<file path="src/rtl/ad7606_ctrl.sv">
// AD7606 parallel-interface sequencer: ADC reset, CONVST, BUSY tracking,
// then a CS-framed RD burst that streams one sample per channel.
module ad7606_ctrl #(
  parameter int NCH     = 8,
  parameter int RST_CYC = 4,
  parameter int CONV_LO = 2,
  parameter int RD_LO   = 2,
  parameter int RD_HI   = 2,
  parameter int TIMEOUT = 512
) (
  input  logic        clk_i,
  input  logic        reset_n_i,
  input  logic        start_i,
  input  logic [2:0]  os_i,
  output logic [2:0]  os_o,
  output logic        adc_reset_o,
  output logic        convst_o,
  output logic        cs_o,
  output logic        rd_o,
  input  logic [15:0] db_i,
  input  logic        busy_i,
  input  logic        frstdata_i,
  output logic        ready_o,
  output logic [15:0] data_o,
  output logic [2:0]  chan_o,
  output logic        valid_o,
  output logic        done_o,
  output logic        err_o,
  output logic [1:0]  err_code_o
);

  localparam int M1 = (TIMEOUT > RST_CYC) ? TIMEOUT : RST_CYC;
  localparam int M2 = (CONV_LO > RD_LO) ? CONV_LO : RD_LO;
  localparam int M3 = (M2 > RD_HI) ? M2 : RD_HI;
  localparam int CMAX = (M1 > M3) ? M1 : M3;
  localparam int CW = $clog2(CMAX + 1);

  typedef logic [CW-1:0] cnt_t;

  localparam cnt_t RST_END  = cnt_t'(RST_CYC - 1);
  localparam cnt_t CONV_END = cnt_t'(CONV_LO - 1);
  localparam cnt_t RDLO_END = cnt_t'(RD_LO - 1);
  localparam cnt_t RDHI_END = cnt_t'(RD_HI - 1);
  localparam cnt_t TO_END   = cnt_t'(TIMEOUT - 1);
  localparam logic [2:0] LAST = 3'(NCH - 1);

  typedef enum logic [2:0] {
    S_ADCRST,
    S_IDLE,
    S_CONV,
    S_WRISE,
    S_WFALL,
    S_RDLO,
    S_RDHI
  } state_t;

  state_t      state_q, state_d;
  cnt_t        cnt_q, cnt_d, cnt_inc;
  logic [2:0]  chan_q, chan_d;
  logic [2:0]  os_d;
  logic        adcrst_d, convst_d, cs_d, rd_d;
  logic        ready_d, valid_d, done_d, err_d;
  logic [15:0] data_d;
  logic [2:0]  chano_d;
  logic [1:0]  code_d;

  // saturating so a stalled state can never wrap back into range
  assign cnt_inc = (cnt_q == '1) ? cnt_q : cnt_q + cnt_t'(1);

  always_comb begin
    state_d  = state_q;
    cnt_d    = cnt_inc;
    chan_d   = chan_q;
    os_d     = os_o;
    adcrst_d = adc_reset_o;
    convst_d = convst_o;
    cs_d     = cs_o;
    rd_d     = rd_o;
    ready_d  = ready_o;
    data_d   = data_o;
    chano_d  = chan_o;
    code_d   = err_code_o;
    valid_d  = 1'b0;
    done_d   = 1'b0;
    err_d    = 1'b0;
    unique case (state_q)
      S_ADCRST: begin
        if (cnt_q == RST_END) begin
          adcrst_d = 1'b0;
          ready_d  = 1'b1;
          cnt_d    = '0;
          state_d  = S_IDLE;
        end
      end
      S_IDLE: begin
        cnt_d = '0;
        if (start_i) begin
          os_d     = os_i;
          ready_d  = 1'b0;
          convst_d = 1'b0;
          state_d  = S_CONV;
        end
      end
      S_CONV: begin
        if (cnt_q == CONV_END) begin
          convst_d = 1'b1;
          cnt_d    = '0;
          state_d  = S_WRISE;
        end
      end
      S_WRISE: begin
        if (busy_i) begin
          cnt_d   = '0;
          state_d = S_WFALL;
        end else if (cnt_q == TO_END) begin
          err_d   = 1'b1;
          code_d  = 2'b01;
          ready_d = 1'b1;
          cnt_d   = '0;
          state_d = S_IDLE;
        end
      end
      S_WFALL: begin
        if (!busy_i) begin
          chan_d  = '0;
          cs_d    = 1'b0;
          rd_d    = 1'b0;
          cnt_d   = '0;
          state_d = S_RDLO;
        end else if (cnt_q == TO_END) begin
          err_d   = 1'b1;
          code_d  = 2'b10;
          cs_d    = 1'b1;
          ready_d = 1'b1;
          cnt_d   = '0;
          state_d = S_IDLE;
        end
      end
      S_RDLO: begin
        if (cnt_q == RDLO_END) begin
          data_d  = db_i;
          chano_d = chan_q;
          valid_d = 1'b1;
          // FRSTDATA must be high on channel 0 and low on channel 1
          if ((chan_q == 3'd0 && !frstdata_i) ||
              (chan_q == 3'd1 && frstdata_i)) begin
            err_d  = 1'b1;
            code_d = 2'b11;
          end
          rd_d    = 1'b1;
          cnt_d   = '0;
          state_d = S_RDHI;
        end
      end
      S_RDHI: begin
        if (cnt_q == RDHI_END) begin
          cnt_d = '0;
          if (chan_q < LAST) begin
            chan_d  = chan_q + 3'd1;
            rd_d    = 1'b0;
            state_d = S_RDLO;
          end else begin
            cs_d    = 1'b1;
            done_d  = 1'b1;
            ready_d = 1'b1;
            state_d = S_IDLE;
          end
        end
      end
      default: state_d = S_ADCRST;
    endcase
  end

  always_ff @(posedge clk_i) begin
    if (!reset_n_i) begin
      state_q     <= S_ADCRST;
      cnt_q       <= '0;
      chan_q      <= '0;
      os_o        <= '0;
      adc_reset_o <= 1'b1;
      convst_o    <= 1'b1;
      cs_o        <= 1'b1;
      rd_o        <= 1'b1;
      ready_o     <= 1'b0;
      data_o      <= '0;
      chan_o      <= '0;
      valid_o     <= 1'b0;
      done_o      <= 1'b0;
      err_o       <= 1'b0;
      err_code_o  <= '0;
    end else begin
      state_q     <= state_d;
      cnt_q       <= cnt_d;
      chan_q      <= chan_d;
      os_o        <= os_d;
      adc_reset_o <= adcrst_d;
      convst_o    <= convst_d;
      cs_o        <= cs_d;
      rd_o        <= rd_d;
      ready_o     <= ready_d;
      data_o      <= data_d;
      chan_o      <= chano_d;
      valid_o     <= valid_d;
      done_o      <= done_d;
      err_o       <= err_d;
      err_code_o  <= code_d;
    end
  end

endmodule

</file>
<file path="config.mk">
export PLATFORM = sky130hd
export DESIGN_NAME = ad7606_ctrl
export DESIGN_NICKNAME = d
export VERILOG_FILES = /design/src/rtl/ad7606_ctrl.sv
export SDC_FILE = /design/constraint.sdc
export NUM_CORES = 1
export LEC_CHECK = 0
export CAP_MARGIN = 20
export CORE_ASPECT_RATIO = 2
export CORE_MARGIN = 1.5
export CORE_UTILIZATION = 36
export CTS_CLUSTER_SIZE = 20
export DETAILED_ROUTE_END_ITERATION = 12
export PLACE_DENSITY_LB_ADDON = 0.08
export SETUP_SLACK_MARGIN = 0.4
export SLEW_MARGIN = 20
export SYNTH_ARGS = -nofsm -noshare
export SYNTH_HDL_FRONTEND = slang
export SYNTH_SLANG_ARGS = --single-unit
</file>
<file path="constraint.sdc">
create_clock -name clk_i -period 2.5 [get_ports clk_i]
set_clock_uncertainty 0.15 [all_clocks]
set_input_delay 0.5 -clock clk_i [delete_from_list [all_inputs] [get_ports clk_i]]
set_output_delay 0.5 -clock clk_i [all_outputs]
set_load 0.02 [all_outputs]
</file>
==> results.md, run 1 <==
• post-synthesis sequential area ratio: 41.76%
• post-synth cell types: 47
• Remaining Overflow, GRT: 0
• first-pass GRT wire length: 9.321 mm
• buffer type at the clock tree root: clkbuf_16
• worst min-delay path startpoint: adc_reset_o
• average cell area after synthesis: 8.683 um^2
• Worst EP arrival: 2.09 ns
• cell at the slowest stage of the critical path: clkdlybuf4s50_1
• R2R depth: 7
• Syn Inst Count: 265
• die width: 59.53 um
• number of fill cells: 618
• detail-routed via count per cell: 5.064
• via count of the first global-routing pass: 1,953
• # Max-Cap Violations: 0
• most used cells in the layout excluding fill and tap cells: 55 x clkdlybuf4s50_1, 44 x dfxtp_1, 43 x nor2_1, 24 x mux2i_1, 23 x nand2_1
• setup tns final: 0 ns
• number of setup violations in the final report: 0
• # diodes: 0
• EDFF count, synth: 0
• layout cells sized above 1: 13.69%
• CTS Sinks: 48
• Crit path largest cell delay: 0.51 ns
• height of the die: 116.1 um
• Critical Path Start: busy_i
• final hold slack: 0.3090 ns
• overall global routing resource usage: 18.01%
• outcome: finished, final reports clean
• Relative slew margins: 73.81%
• type of the worst setup path: in2reg
• insertion delay to the later sink of the worst-skew pair: 0.29 ns
• DP Area: 0.003034 mm^2
• number of H-tree levels: 2
• cell depth of the worst hold path: 2
• Leak Pwr: 1.325 nW
• number of buffers inserted by hold repair at cts: 0
• total wire length after detailed routing: 6.058 mm
• clock slew seen by the registers of the worst setup and hold paths: 0.06 ns
• pin count of the biggest net entering global routing: 25
• number of standard-cell rows in the floorplan: 41
• area of the die: 0.006909 mm^2
• startpoint of the worst register-to-register path: cnt_q[9]
• number of warnings printed during yosys synthesis: 0
• Final ANT Viol Nets: 0
• final worst path period need: 2.060 ns
• final estimated routing congestion in global placement: 0.8639
• most common cell after layout, fill and taps aside: clkdlybuf4s50_1
• count of input and output buffers: 55
• clk buf depth: 2
• Boundary Pins: 56
• layout overhead on the synthesized area: 42.69%
• mapped cell area: 0.002301 mm^2
• final hold violation count: 0
• unrepaired setup endpoints after global routing: true
• synthesized net count: 294
• worst vdd ir: 0.3694 mV
• CTS tree: yes
• list of cells traversed by the critical path: clkdlybuf4s50_1 -> nor4b_2 -> nor4_2 -> a22oi_1 -> nor2_1 -> o221a_1
• CP Data Required Time: 2.53 ns
• routed vias: 2,137
• detailed router's first-iteration violation count: 57
• share of synthesized registers carrying an async set or reset: 0%
• number of register bits inferred by synthesis: 48
• post-route clock period utilization: 82.38%
• post-layout instance area: 0.003283 mm^2
• capture point of the worst reg-to-reg path: err_code_o[1]
• wire length per cell after detailed routing: 14.36 um
• sum of net half-perimeters after detailed placement: 4.522 mm
• maximum operating frequency: 485.5 MHz
• path class of the lowest-slack min-delay path: reg2reg
• critical path endpoint category: flip-flop
• Synth Flop Type: dfxtp_1
• total CTS buffers: 5
• total iterations of the first detailed-routing run: 4
• crit path launch type: input pin
• Final Max Tran Viols: 0
• Floorplan Core Area: 0.006259 mm^2
• worst slew pin tran: 0.3830 ns
• post-layout power: 2.129 mW
• terminating pin of the worst hold path: adc_reset_o
• Initial Util: 36.77%
• Final Net Count: 364
• worst reg2reg setup slack: 0.50 ns
• drc violations: 0
• power density of the placed cells: 648.6 mW/mm^2
• antenna violations before repair: 0
• top fanout value on the critical path: 6
[routing by layer]
metal / GRT usage [%] / part of all wire (%) / up-vias
li1: - / - / 1083
met4: 9.926 / 4.3 / 0
met1: 17.69 / 38 / 985
met5: 0 / 0 / -
met2: 33.11 / 53 / 53
met3: 4.129 / 4.1 / 16
[metrics by stage]
stage | setup slack, ns | util, % | std cells
CTS | 0.4122 | 51.48 | 419
floorplan | 0.5247 | - | 265
detailed placement | 0.1955 | 48.48 | 409
finish | 0.4404 | 52.46 | 422
global placement | 0.2332 | 48.48 | 409
global route | 0.3840 | 52.46 | 422
[logic make-up (layout without fill, tap and decap cells)]
group           after synthesis  in the layout  synth area share, %
compound gates               45             45                13.49
xor+xnor                      5              5                1.904
fa+ha+maj                     5              5                2.719
buf+inv                      22             93                3.752
flops                        48             48                41.76
mux                          24             24                10.44
simple gates                116            116                25.94
[timing repair]
action / CTS / global route
gates resized for setup: 3 / 10
setup endpoints to repair: 26 / 17
setup buffers: 2 / 3
pin swaps: 1 / 3
gates cloned: 0 / 0
[Yosys cell counts (3+ instances only)]
cell | count | area, um^2
a21oi_1 | 14 | 70.07
o211ai_1 | 3 | 22.52
mux2i_1 | 24 | 240.2
a31oi_1 | 6 | 37.54
o21ai_1 | 3 | 15.01
nor3b_1 | 3 | 22.52
inv_1 | 7 | 26.28
nor4_1 | 3 | 18.77
dfxtp_1 | 48 | 960.9
ha_1 | 5 | 62.56
nand2_1 | 23 | 86.33
nor2_1 | 43 | 161.4
o21ai_0 | 3 | 15.01
nand3_1 | 12 | 60.06
nor3_1 | 12 | 60.06
buf_2 | 3 | 15.01
clkbuf_1 | 12 | 45.04
xnor2_1 | 3 | 26.28
nand4_1 | 3 | 18.77
[flip-flops by register name, summed over array words and instances (netlist names)]
signal and count:
adc_reset_o 1, chan_o 3, chan_q 3, cnt_q 10, convst_o 1, cs_o 1
data_o 16, done_o 1, err_code_o 2, err_o 1, os_o 3, rd_o 1
ready_o 1, state_q 3, valid_o 1
[worst max-delay path: cells and delay by family]
kind                   cells  cell delay (ns)
buffers and inverters      1             0.51
AOI/OAI and AO/OA          2             0.52
and+or+nand+nor            3             0.54
[layout make-up]
cell class / instances / area, um^2 / area share, %
Clock buffer: 6 / 128.9 / 3.925
Clock inverter: 2 / 35.03 / 1.067
Inverter: 7 / 26.28 / 0.8003
Multi-Input combinational cell: 195 / 1292 / 39.37
Sequential cell: 48 / 965.9 / 29.42
Tap cell: 86 / 107.6 / 3.277
Timing Repair Buffer: 78 / 726.9 / 22.14
[where the power goes]
group          switching (mW)  internal, mW
combinational           0.255         0.248
sequential             0.0656         0.809
clock                   0.281         0.470
total                   0.602          1.53
[how the worst max path moves through the flow]
| stage | slack, ns | end | depth (start not counted) |
|---|---|---|---|
| after floorplan | 0.52 | cnt_q[2] | 6 |
| after global placement | 0.23 | err_code_o[1] | 6 |
| after detailed placement | 0.20 | err_code_o[1] | 6 |
| after CTS | 0.41 | state_q[0] | 6 |
| after global routing | 0.38 | err_code_o[1] | 6 |
| final | 0.44 | err_code_o[1] | 6 |
Power figures use the tool's default switching activity.
==> run 2, diff against run 1 <==
==> constraint.sdc (replaced) <==
create_clock -name clk_i -period 2 [get_ports clk_i]
set_clock_uncertainty 0.15 [all_clocks]
set_input_delay 0.4 -clock clk_i [delete_from_list [all_inputs] [get_ports clk_i]]
set_output_delay 0.4 -clock clk_i [all_outputs]
set_load 0.02 [all_outputs]
==> results.md, run 2 (synthesis gave the netlist of run 1 again) <==
• worst min-delay path startpoint: adc_reset_o
• total iterations of the first detailed-routing run: 4, unchanged
• Final Net Count: 406, +12%
• CP Data Required Time: 2.03 ns, -0.50 ns
• share of total power consumed by net switching: 28.33%, +0.062 points
• part of the power in registers: 35.4%, -5.7 points
• worst reg2reg setup slack: 0.12 ns, -0.38 ns
• total wire length after detailed routing: 6.800 mm, +12%
• Global Route met2 Usage: 38.61%, +5.5 points
• Worst EP arrival: 1.91 ns, -0.18 ns
• number of setup violations in the final report: 0, unchanged
• antenna violations before repair: 0, unchanged
• max FFs per register: 16, unchanged
• Relative slew margins: 78.43%, +4.6 points
• number of fill cells: 602, -2.6%
• outcome: finished, final reports clean
• routed vias: 2,363, +11%
• # Max-Cap Violations: 0, unchanged
• Initial Util: 36.77%, unchanged
• type of the worst setup path: reg2reg
• area of the die: 0.006909 mm^2, unchanged
• Remaining Overflow, GRT: 0, unchanged
• Leak Pwr: 1.757 nW, +33%
• insertion delay to the later sink of the worst-skew pair: 0.29 ns, about the same
• crit path launch type: flip-flop
• worst slew pin tran: 0.3202 ns, -0.06278 ns
• layout cells sized above 1: 32.80%, +19 points
• Final Max Tran Viols: 0, unchanged
• largest registers in the final layout: data_o x16, cnt_q x10
• Critical Path Start: cnt_q[3]
• detail-routed via count per cell: 5.093, +0.57%
• Global Route met3 Usage: 3.571%, -0.56 points
• post-route clock period utilization: 93.91%
• final worst path period need: 1.878 ns
• number of H-tree levels: 2, unchanged
• height of the die: 116.1 um, unchanged
• global routing usage on met1: 21.45%, +3.8 points
• maximum operating frequency: 532.5 MHz
• power density of the placed cells: 792.6 mW/mm^2, +22%
• clock slew seen by the registers of the worst setup and hold paths: 0.06 ns, about the same
• unrepaired setup endpoints after global routing: true
• first-pass GRT wire length: 10.68 mm, +15%
• share of total power in the clock network: 33.1%, -2.2 points
• final hold violation count: 0, unchanged
• most common cell after layout, fill and taps aside: buf_4
• Boundary Pins: 56, unchanged
• Final ANT Viol Nets: 0, unchanged
• count of input and output buffers: 55, unchanged
• Switch Pwr: 0.8666 mW, +44%
• top fanout value on the critical path: 10, +4
• die width: 59.53 um, unchanged
• clk buf depth: 2, unchanged
• post-layout instance area: 0.003859 mm^2, +18%
• drc violations: 0, unchanged
• CTS tree: yes
• path class of the lowest-slack min-delay path: reg2reg
• buffer type at the clock tree root: clkbuf_16
• detailed router's first-iteration violation count: 66, +16%
• number of buffers inserted by hold repair at cts: 0, unchanged
• via count of the first global-routing pass: 2,223, +14%
• critical path endpoint category: flip-flop
• wire length per cell after detailed routing: 14.66 um, +2.1%
• worst vdd ir: 0.5046 mV, +37%
• Floorplan Core Area: 0.006259 mm^2, unchanged
• count of non-filler cells in the finished layout: 464, +10%
• overall global routing resource usage: 20.66%, +2.6 points
• DP Area: 0.003342 mm^2, +10%
• startpoint of the worst register-to-register path: cnt_q[3]
• most used routing layer: met2
• cell-internal power: 2.192 mW, +44%
• final hold slack: 0.2961 ns, -0.01297 ns
• # diodes: 0, unchanged
• placed cell count: 438, +7.1%
• layout overhead on the synthesized area: 67.70%
• number of standard-cell rows in the floorplan: 41, unchanged
• CTS Sinks: 48, unchanged
• combinational share of power: 31.4%, +7.8 points
• most used cells in the layout excluding fill and tap cells: 54 x buf_4, 42 x nor2_1, 34 x dfxtp_1, 33 x dlygate4sd2_1, 23 x mux2i_1
• sum of net half-perimeters after detailed placement: 4.854 mm, +7.4%
• top register by number of flip-flops: data_o
• pin count of the biggest net entering global routing: 22, -12%
• final estimated routing congestion in global placement: 0.8121, -6.0%
• total CTS buffers: 5, unchanged
## run 2: changes by cell type in the layout (fill, tap and decap cells not counted), sizes merged
cell | previous run | this run
dlygate4sd2 | 0 | 33
buf | 23 | 65
dlymetal6s2s | 0 | 1
clkbuf | 6 | 7
clkdlybuf4s15 | 0 | 1
clkdlybuf4s50 | 55 | 20
clkinv | 1 | 0
## run 2: final timing paths
check,cells past startpoint,endpoint
setup / recovery,7,cnt_q[4]
hold / removal,2,adc_reset_o
setup reg to reg,7,cnt_q[4]
hold reg to reg,2,adc_reset_o
## run 2: final cells by class
cell class | count | area, um^2 | area share [%]
Clock buffer | 7 | 152.6 | 3.956
Clock inverter | 1 | 30.03 | 0.7782
Inverter | 7 | 26.28 | 0.6809
Multi-Input combinational cell | 195 | 1494 | 38.72
Sequential cell | 48 | 988.4 | 25.62
Tap cell | 86 | 107.6 | 2.789
Timing Repair Buffer | 120 | 1060 | 27.46
## run 2: what timing repair did
item,4_1_cts,5_1_grt
buffers inserted,11,7
pin swaps,19,10
gates resized for setup,78,16
setup endpoints to repair,79,47
gates cloned,0,0
## run 2: power by group through the flow
stage / registers (mW) / logic [mW] / clock network, mW
after floorplan: 1.10 / 0.389 / 0
after global placement: 1.11 / 0.689 / 0
after detailed placement: 1.11 / 0.687 / 0
after CTS: 1.08 / 0.875 / 1.04
after global routing: 1.09 / 1.03 / 1.07
final: 1.08 / 0.961 / 1.01
## run 2: metrics by stage
step                worst slack [ns]  setup TNS (ns)  total power, mW  utilization, %
floorplan                     0.1351               0            1.491               -
global placement             -0.2022          -1.119            1.796           53.40
detailed placement           -0.1989          -1.281            1.796           53.40
CTS                           0.1412               0            3.002           59.46
global route                 0.04612               0            3.198           61.66
finish                        0.1219               0            3.059           61.66
## run 2: critical path, cell delays in order, from the launching register on
cell and delay [ns]:
dfxtp_2 0.33, nor4_4 0.28, buf_4 0.16, nand4_1 0.12
a32o_2 0.29, o31ai_4 0.22, buf_12 0.16, a211oi_1 0.04
## run 2: layer usage
layer | vias to the layer above | part of all wire [%]
li1 | 1170 | -
met1 | 1127 | 37
met2 | 52 | 57
met3 | 14 | 3.4
met4 | 0 | 2.9
met5 | - | 0
==> run 3, diff against run 2 <==
--- a/config.mk
+++ b/config.mk
@@ -7,7 +7,7 @@
 export LEC_CHECK = 0
 export CAP_MARGIN = 20
 export CORE_ASPECT_RATIO = 2
-export CORE_MARGIN = 1.5
+export CORE_MARGIN = 2
 export CORE_UTILIZATION = 36
 export CTS_CLUSTER_SIZE = 20
 export DETAILED_ROUTE_END_ITERATION = 12
==> results.md, run 3 (synthesis gave the netlist of run 1 again) <==
• outcome: finished, final reports clean
• family with the most delay on the worst path: compound AO/OA/AOI/OAI gates
• most used cells in the layout excluding fill and tap cells: 47 x buf_4, 41 x nor2_1, 35 x dfxtp_1, 31 x dlygate4sd2_1, 23 x mux2i_1
• detail-routed via count per cell: 5.147, +1.1%
• sum of net half-perimeters after detailed placement: 4.924 mm, +1.5%
• layout cells sized above 1: 32.45%, -0.36 points
• Final ANT Viol Nets: 0, unchanged
• Floorplan Core Area: 0.006259 mm^2, unchanged
• final hold violation count: 0, unchanged
• routed vias: 2,378, +0.63%
• Final Net Count: 404, -0.49%
• Crit path largest cell delay: 0.33 ns, about the same
• unrepaired setup endpoints after global routing: true
• CTS Sinks: 48, unchanged
• final estimated routing congestion in global placement: 0.8269, +1.8%
• power density of the placed cells: 759.9 mW/mm^2, -4.1%
• worst min-delay path startpoint: adc_reset_o
• # Max-Cap Violations: 0, unchanged
• Leak Pwr: 1.738 nW, -1.1%
• number of standard-cell rows in the floorplan: 41, unchanged
• worst vdd ir: 0.4996 mV, -1.0%
• maximum operating frequency: 511.7 MHz, -3.9%
• drc violations: 0, unchanged
• Final Max Tran Viols: 0, unchanged
• largest registers in the final layout: data_o x16, cnt_q x10
• # diodes: 0, unchanged
• number of fill cells: 595, -1.2%
• layout overhead on the synthesized area: 67.16%
• CP bufs+invs: 2, unchanged
• R2R depth: 7, unchanged
• first-pass GRT wire length: 10.93 mm, +2.3%
• post-layout power: 2.923 mW, -4.4%
• startpoint of the worst register-to-register path: cnt_q[8]
• wire length per cell after detailed routing: 15.40 um, +5.1%
• number of setup violations in the final report: 0, unchanged
• final hold slack: 0.2970 ns, +0.0009790 ns
• via count of the first global-routing pass: 2,246, +1.0%
• most common cell after layout, fill and taps aside: buf_4
• Initial Util: 36.77%, unchanged
• detailed router's first-iteration violation count: 60, -9.1%
• Remaining Overflow, GRT: 0, unchanged
• total iterations of the first detailed-routing run: 4, unchanged
• path class of the lowest-slack min-delay path: reg2reg
• Worst EP arrival: 1.98 ns, +0.07 ns
• buffer type at the clock tree root: clkbuf_16
• critical path endpoint category: flip-flop
• crit path launch type: flip-flop
• CTS tree: yes
• number of H-tree levels: 2, unchanged
• clock slew seen by the registers of the worst setup and hold paths: 0.07 ns, about the same
• die width: 60.53 um, +1.7%
• list of cells traversed by the critical path: nor4_4 -> buf_4 -> nand4_1 -> a32o_2 -> o31ai_4 -> buf_12 -> nor3_1
• Critical Path Start: cnt_q[8]
• CP Data Required Time: 2.03 ns, about the same
• pin count of the biggest net entering global routing: 18, -18%
• Boundary Pins: 56, unchanged
• top fanout value on the critical path: 10, unchanged
• terminating pin of the worst hold path: adc_reset_o
• post-layout instance area: 0.003846 mm^2, -0.32%
• type of the worst setup path: reg2reg
• cell depth of the worst hold path: 2, unchanged
• top register by number of flip-flops: data_o
• final worst path period need: 1.954 ns, +0.07599 ns
• area of the die: 0.007086 mm^2, +2.6%
• cell at the slowest stage of the critical path: dfxtp_2
• clk buf depth: 2, unchanged
• Relative slew margins: 70.33%, -8.1 points
• total CTS buffers: 5, unchanged
• total area of multi-input combinational cells: 0.001485 mm^2, -0.59%
• antenna violations before repair: 0, unchanged
• total wire length after detailed routing: 7.116 mm, +4.6%
• count of input and output buffers: 55, unchanged
• area taken by flip-flops and latches: 987.2 um^2, -0.13%
• height of the die: 117.1 um, +0.86%
• Final Core Density: 61.46%, -0.20 points
• post-route clock period utilization: 97.71%, +3.8 points
• number of buffers inserted by hold repair at cts: 0, unchanged
• max FFs per register: 16, unchanged
• capture point of the worst reg-to-reg path: cnt_q[3]
• worst reg2reg setup slack: 0.05 ns, -0.08 ns
• DP Area: 0.003304 mm^2, -1.1%
• worst slew pin tran: 0.4437 ns, +0.1236 ns
• insertion delay to the later sink of the worst-skew pair: 0.29 ns, about the same
• overall global routing resource usage: 20.89%, +0.23 points
## run 3: repair_timing
action	in CTS	in global routing
resized for setup	72	26
cloned	1	1
buffers inserted	15	4
setup endpoints to repair	79	49
pin swaps	17	21
## run 3: worst register-to-register path, delay by kind of cell, from the launching register on
family,cells,cell delay (ns)
buf+inv,2,0.35
compound gates,2,0.54
flops,1,0.33
simple gates,3,0.47
## run 3: layout make-up
class                           count  area share (%)
Inverter                            7          0.6831
Sequential cell                    48           25.67
Timing Repair Buffer              118           28.33
Clock inverter                      1          0.1952
Clock buffer                        7           3.709
Tap cell                           86           2.798
Multi-Input combinational cell    195           38.61
## run 3: routing by layer
layer	up-vias	GRT usage, %	share of wire, %
li1	1167	-	-
met1	1133	21.56	36
met2	56	37.46	57
met3	22	4.396	3.5
met4	0	11.88	4.1
met5	-	0	0
## run 3: power breakdown
group	internal [mW]	switching, mW
Sequential	1.02	0.0595
Combinational	0.523	0.455
Clock	0.499	0.367
Total	2.04	0.881
## run 3: worst max path at each step
stage | endpoint | slack (ns) | cells after the start
6_report | cnt_q[3] | 0.05 | 7
3_3_place_gp | err_code_o[1] | -0.18 | 6
3_5_place_dp | err_code_o[1] | -0.25 | 6
2_1_floorplan | cnt_q[3] | 0.14 | 5
4_1_cts | cnt_q[3] | 0.01 | 7
5_1_grt | cnt_q[3] | -0.05 | 7
## run 3: stage by stage
stage / TNS, ns / setup WS (ns) / std cells
after floorplan: 0 / 0.1351 / 265
after global placement: -1.434 / -0.1824 / 433
after detailed placement: -2.036 / -0.2454 / 433
after CTS: 0 / 0.01125 / 457
after global routing: -0.4778 / -0.05347 / 462
final: 0 / 0.04589 / 462
